===== config.mk =====
export PLATFORM = sky130hd
export DESIGN_NAME = dmem_arbiter
export DESIGN_NICKNAME = d
export VERILOG_FILES = /design/src/rtl/dmem_arb_pkg.sv /design/src/rtl/dmem_arbiter.sv
export SDC_FILE = /design/constraint.sdc
export NUM_CORES = 1
export LEC_CHECK = 0
export BUFFER_PORTS_ARGS = -buffer_cell sky130_fd_sc_hd__buf_2
export CAP_MARGIN = 20
export CORE_ASPECT_RATIO = 1.25
export CORE_MARGIN = 1.5
export CORE_UTILIZATION = 45
export CTS_CLUSTER_DIAMETER = 30
export DETAILED_ROUTE_END_ITERATION = 10
export PLACE_DENSITY_LB_ADDON = 0.3
export SYNTH_ARGS = -nofsm -noshare
export SYNTH_HDL_FRONTEND = slang
export SYNTH_SLANG_ARGS = --single-unit

===== constraint.sdc =====
create_clock -name clk_i -period 2.7 [get_ports clk_i]
set_input_delay 0.54 -clock clk_i [delete_from_list [all_inputs] [get_ports clk_i]]
set_output_delay 0.54 -clock clk_i [all_outputs]
set_load 0.02 [all_outputs]

===== src/rtl/dmem_arb_pkg.sv =====
// Shared types for the data-memory arbiter: FSM states and grant identifiers.
package dmem_arb_pkg;

  typedef enum logic [1:0] {
    StIdle,
    StGntCpu,
    StGntDbg,
    StDone
  } arb_state_e;

  localparam logic GrantCpu = 1'b0;
  localparam logic GrantDbg = 1'b1;

  // Width of the per-access timeout counter; covers TIMEOUT up to 255.
  localparam int unsigned TmoW = 8;

endpackage


===== src/rtl/dmem_arbiter.sv =====
// Data-memory port arbiter between the CPU MEM stage and a debug/loader master.
// One access at a time: IDLE -> GNT_x -> DONE -> IDLE, round-robin on ties,
// per-access timeout abort, and a saturating CPU stall-cycle counter.
module dmem_arbiter #(
  parameter int unsigned ADDR_W  = 32,
  parameter int unsigned DATA_W  = 32,
  parameter int unsigned TIMEOUT = 16,
  parameter int unsigned CNT_W   = 16
) (
  input  logic              clk_i,
  input  logic              rst_i,
  // CPU requester
  input  logic              cpu_req_i,
  input  logic              cpu_we_i,
  input  logic [ADDR_W-1:0] cpu_addr_i,
  input  logic [DATA_W-1:0] cpu_wdata_i,
  output logic [DATA_W-1:0] cpu_rdata_o,
  output logic              cpu_ack_o,
  output logic              cpu_err_o,
  output logic              cpu_stall_o,
  // Debug/loader requester
  input  logic              dbg_req_i,
  input  logic              dbg_we_i,
  input  logic [ADDR_W-1:0] dbg_addr_i,
  input  logic [DATA_W-1:0] dbg_wdata_i,
  output logic [DATA_W-1:0] dbg_rdata_o,
  output logic              dbg_ack_o,
  output logic              dbg_err_o,
  // Memory port
  output logic              mem_req_o,
  output logic              mem_we_o,
  output logic [ADDR_W-1:0] mem_addr_o,
  output logic [DATA_W-1:0] mem_wdata_o,
  input  logic [DATA_W-1:0] mem_rdata_i,
  input  logic              mem_ack_i,
  // Statistics
  output logic [CNT_W-1:0]  wait_cnt_o
);

  import dmem_arb_pkg::*;

  localparam logic [TmoW-1:0] TmoLast = TmoW'(TIMEOUT - 1);
  localparam logic [CNT_W-1:0] CntOne = CNT_W'(1);

  arb_state_e        state_q, state_d;
  logic              last_grant_q, last_grant_d;
  logic              cmd_we_q, cmd_we_d;
  logic [ADDR_W-1:0] cmd_addr_q, cmd_addr_d;
  logic [DATA_W-1:0] cmd_wdata_q, cmd_wdata_d;
  logic [DATA_W-1:0] cpu_rdata_q, cpu_rdata_d;
  logic [DATA_W-1:0] dbg_rdata_q, dbg_rdata_d;
  logic              cpu_ack_q, cpu_ack_d;
  logic              cpu_err_q, cpu_err_d;
  logic              dbg_ack_q, dbg_ack_d;
  logic              dbg_err_q, dbg_err_d;
  logic [TmoW-1:0]   tmo_cnt_q, tmo_cnt_d;
  logic [CNT_W-1:0]  wait_cnt_q, wait_cnt_d;

  logic in_gnt;
  logic gnt_is_dbg;

  assign in_gnt     = (state_q == StGntCpu) || (state_q == StGntDbg);
  assign gnt_is_dbg = (state_q == StGntDbg);

  // Arbitration, handshake sequencing and timeout abort.
  always_comb begin
    state_d      = state_q;
    last_grant_d = last_grant_q;
    cmd_we_d     = cmd_we_q;
    cmd_addr_d   = cmd_addr_q;
    cmd_wdata_d  = cmd_wdata_q;
    cpu_rdata_d  = cpu_rdata_q;
    dbg_rdata_d  = dbg_rdata_q;
    cpu_ack_d    = 1'b0;
    cpu_err_d    = 1'b0;
    dbg_ack_d    = 1'b0;
    dbg_err_d    = 1'b0;
    tmo_cnt_d    = tmo_cnt_q;

    case (state_q)
      StIdle: begin
        // CPU wins alone, or on a tie when DBG was served last.
        if (cpu_req_i && (!dbg_req_i || (last_grant_q == GrantDbg))) begin
          state_d      = StGntCpu;
          last_grant_d = GrantCpu;
          cmd_we_d     = cpu_we_i;
          cmd_addr_d   = cpu_addr_i;
          cmd_wdata_d  = cpu_wdata_i;
          tmo_cnt_d    = '0;
        end else if (dbg_req_i) begin
          state_d      = StGntDbg;
          last_grant_d = GrantDbg;
          cmd_we_d     = dbg_we_i;
          cmd_addr_d   = dbg_addr_i;
          cmd_wdata_d  = dbg_wdata_i;
          tmo_cnt_d    = '0;
        end
      end
      StGntCpu, StGntDbg: begin
        if (mem_ack_i) begin
          state_d = StDone;
          if (gnt_is_dbg) begin
            dbg_ack_d = 1'b1;
            if (!cmd_we_q) dbg_rdata_d = mem_rdata_i;
          end else begin
            cpu_ack_d = 1'b1;
            if (!cmd_we_q) cpu_rdata_d = mem_rdata_i;
          end
        end else if (tmo_cnt_q == TmoLast) begin
          // Abort: ack with error, read data left untouched.
          state_d = StDone;
          if (gnt_is_dbg) begin
            dbg_ack_d = 1'b1;
            dbg_err_d = 1'b1;
          end else begin
            cpu_ack_d = 1'b1;
            cpu_err_d = 1'b1;
          end
        end else begin
          tmo_cnt_d = tmo_cnt_q + TmoW'(1);
        end
      end
      StDone: begin
        state_d = StIdle;
      end
      default: begin
        state_d = StIdle;
      end
    endcase
  end

  // Saturating count of CPU stall cycles.
  always_comb begin
    wait_cnt_d = wait_cnt_q;
    if (cpu_stall_o && !(&wait_cnt_q)) begin
      wait_cnt_d = wait_cnt_q + CntOne;
    end
  end

  // State and datapath registers; reset aborts any access without an ack.
  always_ff @(posedge clk_i or negedge rst_i) begin
    if (!rst_i) begin
      state_q      <= StIdle;
      last_grant_q <= GrantDbg;
      cmd_we_q     <= 1'b0;
      cmd_addr_q   <= '0;
      cmd_wdata_q  <= '0;
      cpu_rdata_q  <= '0;
      dbg_rdata_q  <= '0;
      cpu_ack_q    <= 1'b0;
      cpu_err_q    <= 1'b0;
      dbg_ack_q    <= 1'b0;
      dbg_err_q    <= 1'b0;
      tmo_cnt_q    <= '0;
      wait_cnt_q   <= '0;
    end else begin
      state_q      <= state_d;
      last_grant_q <= last_grant_d;
      cmd_we_q     <= cmd_we_d;
      cmd_addr_q   <= cmd_addr_d;
      cmd_wdata_q  <= cmd_wdata_d;
      cpu_rdata_q  <= cpu_rdata_d;
      dbg_rdata_q  <= dbg_rdata_d;
      cpu_ack_q    <= cpu_ack_d;
      cpu_err_q    <= cpu_err_d;
      dbg_ack_q    <= dbg_ack_d;
      dbg_err_q    <= dbg_err_d;
      tmo_cnt_q    <= tmo_cnt_d;
      wait_cnt_q   <= wait_cnt_d;
    end
  end

  // Output mapping.
  always_comb begin
    mem_req_o   = in_gnt;
    mem_we_o    = cmd_we_q;
    mem_addr_o  = cmd_addr_q;
    mem_wdata_o = cmd_wdata_q;
    cpu_rdata_o = cpu_rdata_q;
    cpu_ack_o   = cpu_ack_q;
    cpu_err_o   = cpu_err_q;
    cpu_stall_o = cpu_req_i & ~cpu_ack_q;
    dbg_rdata_o = dbg_rdata_q;
    dbg_ack_o   = dbg_ack_q;
    dbg_err_o   = dbg_err_q;
    wait_cnt_o  = wait_cnt_q;
  end

endmodule


Word-level counts from Yosys, hierarchy flattened --
Index checks and enable logic that the tools add are counted.
Word-level totals: bits of input ports 167, bits in read-only memories 0, bits in writable memories 0, register bits after elaboration 160, word-level logic and storage cells 73, latch bits 0, output and inout bits 151, memories 0
Cells by class: reductions and logical operators 16, shifts and indexed selects 0, multiplexer cells 30, magnitude comparators 0, bitwise operators 4, divide/modulo/power cells 0, eq/ne operators 8, multiply operators 0, add/subtract/negate cells 2
Operators with widths (number):
- $mux W32 | 4
- $mux W8 | 4
- $add A16 B1 Y16 const B | 1
- $mux W1 | 16
- $pmux W8 S2 | 1
- $reduce_and A16 Y1 | 1
- $reduce_and A4 Y1 | 3
- $add A8 B1 Y8 const B | 1
- $eq A8 B4 Y1 const B | 1
- $mux W2 | 4
- $ne A3 B3 Y1 const B | 2
- $pmux W2 S3 | 1
- $eq A2 B2 Y1 const B | 2
- $ne A2 B2 Y1 const B | 2
- $reduce_and A2 Y1 | 2
- $reduce_bool A2 Y1 | 2
- $not A1 Y1 | 3
- $eq A2 B1 Y1 const B | 1
- $logic_and A1 B1 Y1 | 2
- $logic_not A1 Y1 | 2
- $logic_not A2 Y1 | 1
- $logic_or A1 B1 Y1 | 2
- $reduce_or A2 Y1 | 1
- $and A1 B1 Y1 | 1

Logic depth before layout (Yosys ltp) --
depth after elaboration 5, mapped depth 8

Least setup slack after synthesis --
No wires, ideal clock.
path type flip-flop to flip-flop, start point register state_q[1], end point register cpu_rdata_q[0], in the netlist cpu_rdata_o[0], cell stages (with the launch flop) 8, path slack 631 ps, data required time 2575 ps, arrival 1944 ps, library setup time 125 ps, buffers on the path 2, cell sequence dfrtp_1 > inv_1 > ha_1 > clkbuf_2 > nand2b_1 > nor3b_2 > buf_4 > mux2_2
On the way: cells in the longest elaborated chain, start to end 3, elaborated cells on any way between the ends 5
Ends and longest elaborated chain:
- start: declaration | RTL line dmem_arbiter.sv:45 | arb_state_e state_q, state_d;
- start signal: assignment | RTL line dmem_arbiter.sv:143 | state_q <= StIdle;
- start signal: assignment | RTL line dmem_arbiter.sv:157 | state_q <= state_d;
- $eq A2 B2 Y1 or $eq A2 B1 Y1 (tied branches) | RTL line dmem_arbiter.sv:63, dmem_arbiter.sv:80
- $reduce_or A2 Y1 or $not A1 Y1 (tied branches)
- $reduce_and A4 Y1 (no source line) (*)
- end signal: assignment | RTL line dmem_arbiter.sv:162 | cpu_rdata_q <= cpu_rdata_d;
- end: declaration | RTL line dmem_arbiter.sv:50 | logic [DATA_W-1:0] cpu_rdata_q, cpu_rdata_d;
Mark *: on every way between the ends. The rest lies on a longest branch, timed or not. A chain may end at the register's enable or synchronous reset.

Worst setup path after layout --
start point register state_q[1], end point output mem_req_o
On the way: cells in the longest elaborated chain, start to end 2, elaborated cells on any way between the ends 3
Ends and longest elaborated chain:
- $eq A2 B1 Y1 or $eq A2 B2 Y1 (tied branches) | RTL line dmem_arbiter.sv:62 | assign in_gnt = (state_q == StGntCpu) || (state_q == StGntDbg);
- $logic_or A1 B1 Y1 (*) | RTL line dmem_arbiter.sv:62
- end: declaration | RTL line dmem_arbiter.sv:30 | output logic mem_req_o,
Marked as above.

==> impl_results.md <==
* Number of synthesized register bits at 160
* Fillers at 1328
* Root buf cell: clkbuf_16
* Clk slew on worst S/H paths at 0.06 ns
* Storage cell area at 4010 um2
* Req. time, crit path at 2.16 ns
* Cts repair resizes at 0
* P_leak at 4.98 nW
* GRT Util Overall at 0.211
* Warnings, synthesis at 0
* Crit share post-route at 0.799
* Routed Antenna Nets at 0
* Dominant cells by area after synthesis: dfrtp_1 (56%), mux2_2 (11%), mux2i_1 (9.2%), o21ai_0 (4.3%), nand2_1 (4.0%)
* PwrDens at 1200 nW/um2
* Setup bufs post-CTS at 0
* Area of the multi-input gates at 2890 um2
* Final #Nets at 1065
* Die area at 16500 um2
* Most common cell after layout, fill and taps aside: buf_2
* # IOs at 318
* Min-delay worst type: in2async
* Largest area contributor in the netlist: dfrtp_1
* Reg-to-Reg Start: state_q[1]
* Max incr delay on CP at 0.39 ns
* Initial DRC Count at 279
* Antenna diodes at 0
* Synth Net Count at 750
* Max Clock Skew at 0.0114 ns
* CP Cell Sequence: inv_1, ha_1, buf_4, buf_2
* Bufs and invs on worst path at 3
* Vias post-DR at 5534
* Arrival @ worst endpoint at 1.62 ns
* Final Core Density at 0.613
* Worst slew margin at 0.629
* Routed wire length at 17400 um
* Post-synthesis sequential area ratio at 0.567
* Post-DP HPWL at 13100 um
* DR pass1 iterations at 4
* Dpl ws at 0.612 ns
* Initial antenna violation count at 0
* RSZ-0062 raised after global routing: no
* Total gr overflow at 0
* Setup ws final at 0.543 ns
* First-pass GRT wire length at 26600 um
* Synth unique cells at 48
* Post-layout min period at 2.16 ns
* Syn avg cell area at 12.2 um2
* DRC viols at 0
* Die W at 115 um
* Slew Limit Fails at 0
* Initial Util at 0.457
* Critical path class: reg2out
* Mapped cell area at 7060 um2
* CTS Buffer Depth at 2
* Worst VDD drop at 471 uV
* Vias in the first global route at 5286
* Syn Inst Count at 577
* Clock latency on the worst-skew pair at 0.42 ns
* Fin cells at 1117
* Setup TNS at 0 ns
* DR WL/cell at 15.5 um
* Post-synth top area share at 0.564
* Critical path startpoint: state_q[1]
* CP Max Fanout at 15
* Gpl congestion at 0.821
* CP Capture Type: output port
* Final hold viol count at 0
* H-tree levels at 4
* Max_cap viols at 0
* Largest net degree at the start of global routing at 131
* Most frequent cells in the layout: buf_2 (316), dfrtp_1 (159), nand2_1 (75)
* Synthesis-to-finish area growth at 34.2%
* Cell family with most CP delay: buffers and inverters
* Die height at 143 um
* Num Clock Sinks at 160
* CP startpoint kind: flip-flop
* Outcome: finished, final reports clean
* CTS tree: done
* Hold_buf cts at 0
* # port buffers at 317
* Cell Rows at 51
* Core Area at 15400 um2
* Num CTS Buffers at 17
* Fmax at 464 MHz
* Slew of the pin with the lowest slew margin at 0.556 ns
* Slowest cell on crit path: dfrtp_1
* Via-to-Cell Ratio at 4.95
* Inst Count DP at 1085
* Ratio of cells with drive above 1 in the final layout at 0.487
* Final setup viols at 0
## report_power, final
group	switching, mW	leakage, nW	internal (mW)
registers	0.579	1.97	3.48
logic	3.08	2.72	1.95
clock network	0.980	0.283	1.34
## cell usage after synthesis (all sizes together)
cell,count
clkbuf,8
nor4,5
o21ai,68
xnor2,7
nand4b,2
nand3b,1
nor2,9
a211oi,1
and3,4
or3,1
nor3b,2
o21a,1
a31oi,3
a21o,1
nand3,8
buf,23
a22o,6
or2,1
mux2i,65
xor2,7
a21boi,1
a211o,1
nand2b,3
a21oi,7
o211ai,3
dfrtp,159
a2111oi,2
nand2,76
and4,2
nor3,5
and4b,2
nand4bb,1
inv,4
o22a,3
ha,6
mux2,69
nor4b,1
nand4,8
dfstp,1
## per-layer routing
layer,GRT usage,vias up,share of wire
met5,0,-,0
met4,0.0754,0,0.021
met3,0.0560,26,0.064
met2,0.366,238,0.51
met1,0.251,2585,0.40
li1,-,2685,-
## state kept, by name (all words and copies together), names as in the netlist
name,cells
dbg_ack_o,1
dbg_rdata_o,32
mem_addr_o,32
cpu_ack_o,1
mem_we_o,1
last_grant_q,1
state_q,2
wait_cnt_o,16
dbg_err_o,1
cpu_err_o,1
mem_wdata_o,32
cpu_rdata_o,32
tmo_cnt_q,8
## stage by stage
stage	power (mW)	instance area (um2)	hold WS (ns)
4_1_cts	11.5	9470	0.105
6_report	11.4	9470	0.0949
5_1_grt	12.1	9470	0.108
2_1_floorplan	7.37	7060	0.244
3_5_place_dp	9.19	8890	0.465
3_3_place_gp	9.07	8890	0.456
## path summary, 6_finish.rpt
check                             endpoint  slack, ns  depth (start not counted)
hold / removal               wait_cnt_o[2]       0.09                          1
min in group clk_i         cpu_rdata_o[27]       0.36                          2
hold reg to reg            mem_wdata_o[31]       0.47                          2
setup reg to reg              tmo_cnt_q[0]       0.60                          7
setup / recovery                 mem_req_o       0.54                          4
max in group asynchronous  dbg_rdata_o[14]       1.90                          2
## cell families (layout without fill, tap and decap cells)
kind of cell               after synthesis  after routing  synth area share
DFF                                    160            160             0.567
and+or+nand+nor                        131            131            0.0948
AOI/OAI and AO/OA                       97             97            0.0805
xor gates and xnor gates                14             14            0.0174
muxes                                  134            134             0.202
buffers and inverters                   35            363            0.0271
adders and majority gates                6              6            0.0106
## area by class of cell
class / instances / area share
flip-flops and latches: 160 / 0.423
multi-input cells: 382 / 0.305
repair buffers: 327 / 0.181
clock buffers: 20 / 0.0482
well taps: 212 / 0.0280
clock inverters: 12 / 0.0131
inverters: 4 / 0.00159
(Power assumes the default switching activity.)
